### config.mk
export PLATFORM = sky130hd
export DESIGN_NAME = line_engine_flat
export DESIGN_NICKNAME = d
export VERILOG_FILES = /design/src/rtl/line_engine_if.sv /design/src/rtl/line_engine.sv /design/src/flat_wrapper.sv
export SDC_FILE = /design/constraint.sdc
export NUM_CORES = 1
export LEC_CHECK = 0
export CAP_MARGIN = 20
export CELL_PAD_IN_SITES_DETAIL_PLACEMENT = 2
export CELL_PAD_IN_SITES_GLOBAL_PLACEMENT = 2
export CORE_ASPECT_RATIO = 2
export CORE_MARGIN = 2
export CORE_UTILIZATION = 42
export CTS_CLUSTER_DIAMETER = 30
export DETAILED_ROUTE_END_ITERATION = 7
export GPL_ROUTABILITY_DRIVEN = 0
export GPL_TIMING_DRIVEN = 0
export PLACE_DENSITY_LB_ADDON = 0.1
export SLEW_MARGIN = 10
export SYNTH_ARGS = -nofsm -noshare
export SYNTH_HDL_FRONTEND = slang
export SYNTH_SLANG_ARGS = --single-unit
export TNS_END_PERCENT = 100
### constraint.sdc
create_clock -name clk_i -period 12.3 [get_ports clk_i]
set_clock_uncertainty 0.2 [all_clocks]
set_input_delay 1.23 -clock clk_i [delete_from_list [all_inputs] [get_ports clk_i]]
set_output_delay 1.23 -clock clk_i [all_outputs]
set_load 0.05 [all_outputs]
### src/rtl/line_engine_if.sv
// Command/pixel bus between the user-interface logic (master) and the line engine (slave).
// The pixel side (x, y, colour, plot) feeds the VGA frame-buffer adapter.
interface line_engine_if #(
    parameter int unsigned X_WIDTH      = 9,
    parameter int unsigned Y_WIDTH      = 8,
    parameter int unsigned COLOUR_WIDTH = 3
);
    logic                    go;
    logic                    mode;
    logic [X_WIDTH-1:0]      new_x;
    logic [Y_WIDTH-1:0]      new_y;
    logic [COLOUR_WIDTH-1:0] new_colour;
    logic                    ready;
    logic [X_WIDTH-1:0]      x;
    logic [Y_WIDTH-1:0]      y;
    logic [COLOUR_WIDTH-1:0] colour;
    logic                    plot;
    logic                    done;

    modport master (
        output go, mode, new_x, new_y, new_colour,
        input  ready, x, y, colour, plot, done
    );

    modport slave (
        input  go, mode, new_x, new_y, new_colour,
        output ready, x, y, colour, plot, done
    );
endinterface

### src/rtl/line_engine.sv
// Bresenham polyline engine: draws from the held origin to each accepted endpoint at one
// pixel per clock, then makes that endpoint the new origin. Off-screen pixels are stepped but not plotted.
module line_engine #(
    parameter int unsigned X_WIDTH      = 9,
    parameter int unsigned Y_WIDTH      = 8,
    parameter int unsigned COLOUR_WIDTH = 3,
    parameter int unsigned X_MAX        = 319,
    parameter int unsigned Y_MAX        = 239
) (
    input logic          clk_i,
    input logic          rst_i,
    line_engine_if.slave bus_io
);
    localparam int unsigned W = ((X_WIDTH > Y_WIDTH) ? X_WIDTH : Y_WIDTH) + 2;
    localparam logic [X_WIDTH-1:0] XMaxW = X_WIDTH'(X_MAX);
    localparam logic [Y_WIDTH-1:0] YMaxW = Y_WIDTH'(Y_MAX);

    typedef enum logic [1:0] {StIdle, StSetup, StDraw, StDone} state_e;

    state_e                  state_q, state_d;
    logic                    go_q;
    logic                    md_q, md_d;
    logic [X_WIDTH-1:0]      x0_q, x0_d, x1_q, x1_d, cx_q, cx_d;
    logic [Y_WIDTH-1:0]      y0_q, y0_d, y1_q, y1_d, cy_q, cy_d;
    logic [COLOUR_WIDTH-1:0] col_q, col_d, pcol_q, pcol_d;
    logic                    sxn_q, sxn_d, syn_q, syn_d;
    logic signed [W-1:0]     dx_q, dx_d, dy_q, dy_d, err_q, err_d;

    logic                    go_rise;
    logic [X_WIDTH-1:0]      x_diff;
    logic [Y_WIDTH-1:0]      y_diff;
    logic signed [W:0]       e2, dx_ext, dy_ext;

    assign go_rise = bus_io.go & ~go_q;
    assign x_diff  = (x0_q < x1_q) ? (x1_q - x0_q) : (x0_q - x1_q);
    assign y_diff  = (y0_q < y1_q) ? (y1_q - y0_q) : (y0_q - y1_q);
    assign e2      = {err_q, 1'b0};
    assign dx_ext  = {dx_q[W-1], dx_q};
    assign dy_ext  = {dy_q[W-1], dy_q};

    always_comb begin
        state_d = state_q;
        md_d    = md_q;
        x0_d    = x0_q;
        y0_d    = y0_q;
        x1_d    = x1_q;
        y1_d    = y1_q;
        cx_d    = cx_q;
        cy_d    = cy_q;
        col_d   = col_q;
        pcol_d  = pcol_q;
        sxn_d   = sxn_q;
        syn_d   = syn_q;
        dx_d    = dx_q;
        dy_d    = dy_q;
        err_d   = err_q;
        unique case (state_q)
            StIdle: begin
                if (go_rise) begin
                    x1_d    = bus_io.new_x;
                    y1_d    = bus_io.new_y;
                    col_d   = bus_io.new_colour;
                    md_d    = bus_io.mode;
                    state_d = StSetup;
                end
            end
            StSetup: begin
                if (md_q) begin
                    state_d = StDone;
                end else begin
                    dx_d    = signed'(W'(x_diff));
                    dy_d    = -signed'(W'(y_diff));
                    err_d   = signed'(W'(x_diff)) - signed'(W'(y_diff));
                    sxn_d   = !(x0_q < x1_q);
                    syn_d   = !(y0_q < y1_q);
                    cx_d    = x0_q;
                    cy_d    = y0_q;
                    pcol_d  = col_q;
                    state_d = StDraw;
                end
            end
            StDraw: begin
                if (cx_q == x1_q && cy_q == y1_q) begin
                    state_d = StDone;
                end else begin
                    // Both axis decisions use the pre-step error term.
                    if (e2 >= dy_ext) begin
                        err_d = err_d + dy_q;
                        cx_d  = sxn_q ? (cx_q - 1'b1) : (cx_q + 1'b1);
                    end
                    if (e2 <= dx_ext) begin
                        err_d = err_d + dx_q;
                        cy_d  = syn_q ? (cy_q - 1'b1) : (cy_q + 1'b1);
                    end
                end
            end
            StDone: begin
                x0_d    = x1_q;
                y0_d    = y1_q;
                state_d = StIdle;
            end
            default: state_d = StIdle;
        endcase
    end

    always_ff @(posedge clk_i or posedge rst_i) begin
        if (rst_i) begin
            state_q <= StIdle;
            go_q    <= 1'b0;
            md_q    <= 1'b0;
            x0_q    <= '0;
            y0_q    <= '0;
            x1_q    <= '0;
            y1_q    <= '0;
            cx_q    <= '0;
            cy_q    <= '0;
            col_q   <= '0;
            pcol_q  <= '0;
            sxn_q   <= 1'b0;
            syn_q   <= 1'b0;
            dx_q    <= '0;
            dy_q    <= '0;
            err_q   <= '0;
        end else begin
            state_q <= state_d;
            go_q    <= bus_io.go;
            md_q    <= md_d;
            x0_q    <= x0_d;
            y0_q    <= y0_d;
            x1_q    <= x1_d;
            y1_q    <= y1_d;
            cx_q    <= cx_d;
            cy_q    <= cy_d;
            col_q   <= col_d;
            pcol_q  <= pcol_d;
            sxn_q   <= sxn_d;
            syn_q   <= syn_d;
            dx_q    <= dx_d;
            dy_q    <= dy_d;
            err_q   <= err_d;
        end
    end

    // Status outputs decode the state register so a reset drops them without a clock.
    assign bus_io.ready  = (state_q == StIdle);
    assign bus_io.done   = (state_q == StDone);
    assign bus_io.plot   = (state_q == StDraw) && (cx_q <= XMaxW) && (cy_q <= YMaxW);
    assign bus_io.x      = cx_q;
    assign bus_io.y      = cy_q;
    assign bus_io.colour = pcol_q;
endmodule

### src/flat_wrapper.sv
// flat-port wrapper written by rule: the top's interface ports become plain ports
module line_engine_flat 
#(
    parameter int unsigned X_WIDTH      = 9,
    parameter int unsigned Y_WIDTH      = 8,
    parameter int unsigned COLOUR_WIDTH = 3,
    parameter int unsigned X_MAX        = 319,
    parameter int unsigned Y_MAX        = 239
)
  (clk_i, rst_i, bus_io_go, bus_io_mode, bus_io_new_x, bus_io_new_y, bus_io_new_colour, bus_io_ready, bus_io_x, bus_io_y, bus_io_colour, bus_io_plot, bus_io_done);
  line_engine_if #(.X_WIDTH(X_WIDTH), .Y_WIDTH(Y_WIDTH), .COLOUR_WIDTH(COLOUR_WIDTH)) bus_io_i ();
  input logic clk_i;
  input logic rst_i;
  input wire logic [$bits(bus_io_i.go)-1:0] bus_io_go;
  input wire logic [$bits(bus_io_i.mode)-1:0] bus_io_mode;
  input wire logic [$bits(bus_io_i.new_x)-1:0] bus_io_new_x;
  input wire logic [$bits(bus_io_i.new_y)-1:0] bus_io_new_y;
  input wire logic [$bits(bus_io_i.new_colour)-1:0] bus_io_new_colour;
  output wire logic [$bits(bus_io_i.ready)-1:0] bus_io_ready;
  output wire logic [$bits(bus_io_i.x)-1:0] bus_io_x;
  output wire logic [$bits(bus_io_i.y)-1:0] bus_io_y;
  output wire logic [$bits(bus_io_i.colour)-1:0] bus_io_colour;
  output wire logic [$bits(bus_io_i.plot)-1:0] bus_io_plot;
  output wire logic [$bits(bus_io_i.done)-1:0] bus_io_done;
  assign bus_io_i.go = bus_io_go;
  assign bus_io_i.mode = bus_io_mode;
  assign bus_io_i.new_x = bus_io_new_x;
  assign bus_io_i.new_y = bus_io_new_y;
  assign bus_io_i.new_colour = bus_io_new_colour;
  assign bus_io_ready = bus_io_i.ready;
  assign bus_io_x = bus_io_i.x;
  assign bus_io_y = bus_io_i.y;
  assign bus_io_colour = bus_io_i.colour;
  assign bus_io_plot = bus_io_i.plot;
  assign bus_io_done = bus_io_i.done;
  line_engine #(.X_WIDTH(X_WIDTH), .Y_WIDTH(Y_WIDTH), .COLOUR_WIDTH(COLOUR_WIDTH), .X_MAX(X_MAX), .Y_MAX(Y_MAX)) u_core (.clk_i(clk_i), .rst_i(rst_i), .bus_io(bus_io_i));
endmodule
==> results by group <==
Status
  – Status: finished, final reports clean

Timing
  – Setup slack of the critical path after layout: 6.86 ns
  – Max-slew violation count: 0
  – Slew at the pin closest to its max-slew limit: 0.983 ns
  – Final critical-path required period: 5.44 ns
  – Final hold viol count: 0
  – TNS Setup: 0 ns
  – Total setup violations reported at the end of the flow: 0
  – Highest achievable clock rate: 184 MHz
  – Worst slew margin relative to its limit: 34.5%
  – Final critical-path share of the clock period: 44.2%
  – Unrepaired setup endpoints after global routing: false

Placement
  – IO buf count: 46
  – Half-perimeter wire length of the detailed placement result: 24400 um
  – Instance count after placement with tap cells included: 1218
  – Post-placement worst setup slack: 7.13 ns

Drt
  – Per-cell routed wire length: 24.8 um
  – Via/cell ratio: 5.92
  – Total number of vias: 7305
  – First-pass iteration count of the detailed router: 4
  – Initial DRC Count: 204
  – Antenna-violating nets left: 0
  – Post-route DRC violation count: 0
  – Total routed wirelength: 30600 um

Final layout
  – Antenna cell count: 0
  – Count of placed standard cells in the final layout, fillers left out: 1234
  – Final net count: 1100
  – Area growth syn-to-layout: 13.4%
  – Ratio of cells with drive above 1 in the final layout: 9.03%

Logic synthesis
  – Avg Cell Area, Syn: 8.96 sq um
  – Post-synthesis sequential element count: 94
  – Synthesized area: 0.00817 sq mm
  – Gate count after technology mapping: 912
  – Biggest area consumer among synthesized cells: sky130_fd_sc_hd__dfrtp_1
  – Sequential area share after synthesis: 28.8%
  – Async set-or-reset flop fraction in the synthesized netlist: 100%
  – Leading cell type by number of instances after synthesis: sky130_fd_sc_hd__ha_1
  – Top cells by area, synth: sky130_fd_sc_hd__dfrtp_1 29%, sky130_fd_sc_hd__ha_1 15%, sky130_fd_sc_hd__mux2_2 5.0%
  – Total nets after synthesis: 1042
  – Number of distinct library cell variants in the gate-level netlist after synthesis: 82
  – Count of yosys warnings during synthesis: 0
  – Post-synth EDFFs: 0
  – Predominant post-synthesis flop cell: sky130_fd_sc_hd__dfrtp_1
  – Commonest cells in the netlist: 97 x sky130_fd_sc_hd__ha_1, 94 x sky130_fd_sc_hd__dfrtp_1, 91 x sky130_fd_sc_hd__nand2_1
  – Area share of the largest cell type after synthesis: 28.8%

Clocking
  – Clock-pin transition on the worst setup and hold timing paths: 0.07 ns
  – Post-CTS Repair Setup Buffers: 0
  – Clk root buf: sky130_fd_sc_hd__clkbuf_16
  – Clk sink count: 94
  – Deepest clock path buffer count: 2
  – Number of buffers created by CTS: 9
  – Clock insertion delay at the later pin of the skew report: 0.36 ns
  – TritonCTS clock tree: yes
  – Hold buffer count at CTS: 0
  – CTS HTree Levels: 3
  – CTS-repair resized insts: 0

Floorplanning
  – Horizontal die dimension: 103 um
  – Number of standard-cell rows in the floorplan: 72
  – Io pins: 47
  – Placeable Area: 0.0192 sq mm
  – Floorplan die height: 201 um
  – Die ar.: 0.0207 sq mm
  – Initial Util: 42.6%

Global route
  – First-pass GRT wire length: 47300 um
  – Overall fraction of global-route tracks in use: 30.6%
  – Initial antenna violation count: 0
  – Vias in the first global route: 8570
  – Gr ovfl total: 0
  – Maximum number of pins on one net before global-route repair: 54

Critical path
  – Length in cells of the worst reg-to-reg path: 17
  – Worst Path Required: 10.87 ns
  – Data arrival time at the worst-slack endpoint: 4.01 ns
  – Top cell by count, worst path: sky130_fd_sc_hd__clkbuf_1
  – CP Max Fanout: 10
  – Crit path launch type: register
  – Crit end category: output pin
  – Cells traversed along the worst timing path: inv_1 > ha_1 > clkbuf_1 > buf_1 > clkbuf_1 > nand2_1 > a41oi_1 > clkdlybuf4s50_1
  – Library cell contributing the largest single delay on the critical path: sky130_fd_sc_hd__clkdlybuf4s50_1
  – Type of the worst setup path: register to output pin
  – CP max stage delay: 0.83 ns

Min path
  – Worst hold path depth: 2
  – Worst hold-check path type: register to register

Flow run
  – Number of maximum-capacitance violations: 0
## worst paths after layout
| check | start | end | slack, ns |
|---|---|---|---|
| max | u_core.state_q[0] | bus_io_plot | 6.86 |
| min | u_core.bus_io.colour[2] | u_core.bus_io.colour[2] | 0.28 |
| max reg2reg | u_core.y0_q[0] | u_core.err_q[10] | 7.04 |
| min reg2reg | u_core.bus_io.colour[2] | u_core.bus_io.colour[2] | 0.28 |
| max in group asynchronous | rst_i | u_core.bus_io.y[3] | 10.11 |
| min in group asynchronous | rst_i | u_core.err_q[4] | 1.09 |
## layout by cell type, fill, tap and decap left out, types with 4 or more instances in the layout
master	count
sky130_fd_sc_hd__fa_1	9
sky130_fd_sc_hd__o21ai_0	75
sky130_fd_sc_hd__a21o_1	17
sky130_fd_sc_hd__a211o_1	5
sky130_fd_sc_hd__o21a_1	9
sky130_fd_sc_hd__xor2_1	19
sky130_fd_sc_hd__a31oi_1	9
sky130_fd_sc_hd__clkbuf_16	9
sky130_fd_sc_hd__o2111ai_1	4
sky130_fd_sc_hd__nand3_1	12
sky130_fd_sc_hd__clkbuf_1	21
sky130_fd_sc_hd__a211oi_1	9
sky130_fd_sc_hd__nand4_1	7
sky130_fd_sc_hd__o211ai_1	14
sky130_fd_sc_hd__ha_1	97
sky130_fd_sc_hd__nand2_1	91
sky130_fd_sc_hd__mux2i_1	18
sky130_fd_sc_hd__inv_1	79
sky130_fd_sc_hd__nand2b_1	8
sky130_fd_sc_hd__dfrtp_1	94
sky130_fd_sc_hd__a21oi_1	56
sky130_fd_sc_hd__xnor2_1	41
sky130_fd_sc_hd__o31ai_1	6
sky130_fd_sc_hd__nor3_1	23
sky130_fd_sc_hd__nor2b_1	18
sky130_fd_sc_hd__or3_1	4
sky130_fd_sc_hd__or2_2	5
sky130_fd_sc_hd__clkdlybuf4s50_1	46
sky130_fd_sc_hd__mux2_2	36
sky130_fd_sc_hd__and2_1	4
sky130_fd_sc_hd__nor2_1	37
sky130_fd_sc_hd__buf_2	5
## stage by stage
stage | util, % | area [sq um] | hold slack, ns
global route | 48.3 | 9270 | 0.319
CTS | 48.3 | 9270 | 0.289
finish | 48.3 | 9270 | 0.285
floorplan | - | 8170 | 0.233
global placement | 46.7 | 8960 | 0.243
detailed placement | 46.8 | 8990 | 0.275
## critical path, delay by kind of cell, from the launching register on
| family | cells | cell delay [ns] |
|---|---|---|
| AOI/OAI and AO/OA | 1 | 0.23 |
| adders and majority gates | 1 | 0.14 |
| buffers and inverters | 5 | 2.61 |
| DFF | 1 | 0.43 |
| and+or+nand+nor | 1 | 0.23 |
## sequential cells by signal, summed over array words and instances, names as in the netlist
name                  cells
u_core.dx_q               9
u_core.err_q             11
u_core.y1_q               8
u_core.bus_io.colour      3
u_core.bus_io.y           8
u_core.x0_q               9
u_core.bus_io.x           9
u_core.syn_q              1
u_core.state_q            2
u_core.sxn_q              1
u_core.dy_q              11
u_core.go_q               1
u_core.md_q               1
u_core.y0_q               8
u_core.x1_q               9
u_core.col_q              3
## cells by family (layout without fill, tap and decap cells)
logic type | Yosys count | count (layout) | share of synthesized area (%)
AO/OA/AOI/OAI | 253 | 253 | 20.4
AND/OR/NAND/NOR | 229 | 229 | 13.8
buffers and inverters | 111 | 174 | 5.36
adder cells (fa/ha/maj) | 106 | 106 | 17.1
flip-flops | 94 | 94 | 28.8
XOR/XNOR | 61 | 61 | 6.63
multiplexers | 58 | 58 | 7.97
## layer usage
metal,share of wire (%),track usage [%]
met4,7.7,21.0
met1,33,28.6
met5,0,0
met3,1.7,2.78
met2,57,59.0
## cell type report
| type | instances | area, sq um |
|---|---|---|
| Tap cell | 259 | 324 |
| Fill cell | 2111 | 9920 |
| Multi-Input combinational cell | 707 | 5380 |
| Clock inverter | 3 | 18.8 |
| Clock buffer | 13 | 260 |
| Sequential cell | 94 | 2350 |
| Timing Repair Buffer | 47 | 488 |
| Inverter | 81 | 307 |
| Buffer | 30 | 134 |
Power is left out: the tool's default activity adds up to more than one toggle a clock period on the data nets, which glitch-free logic cannot reach.
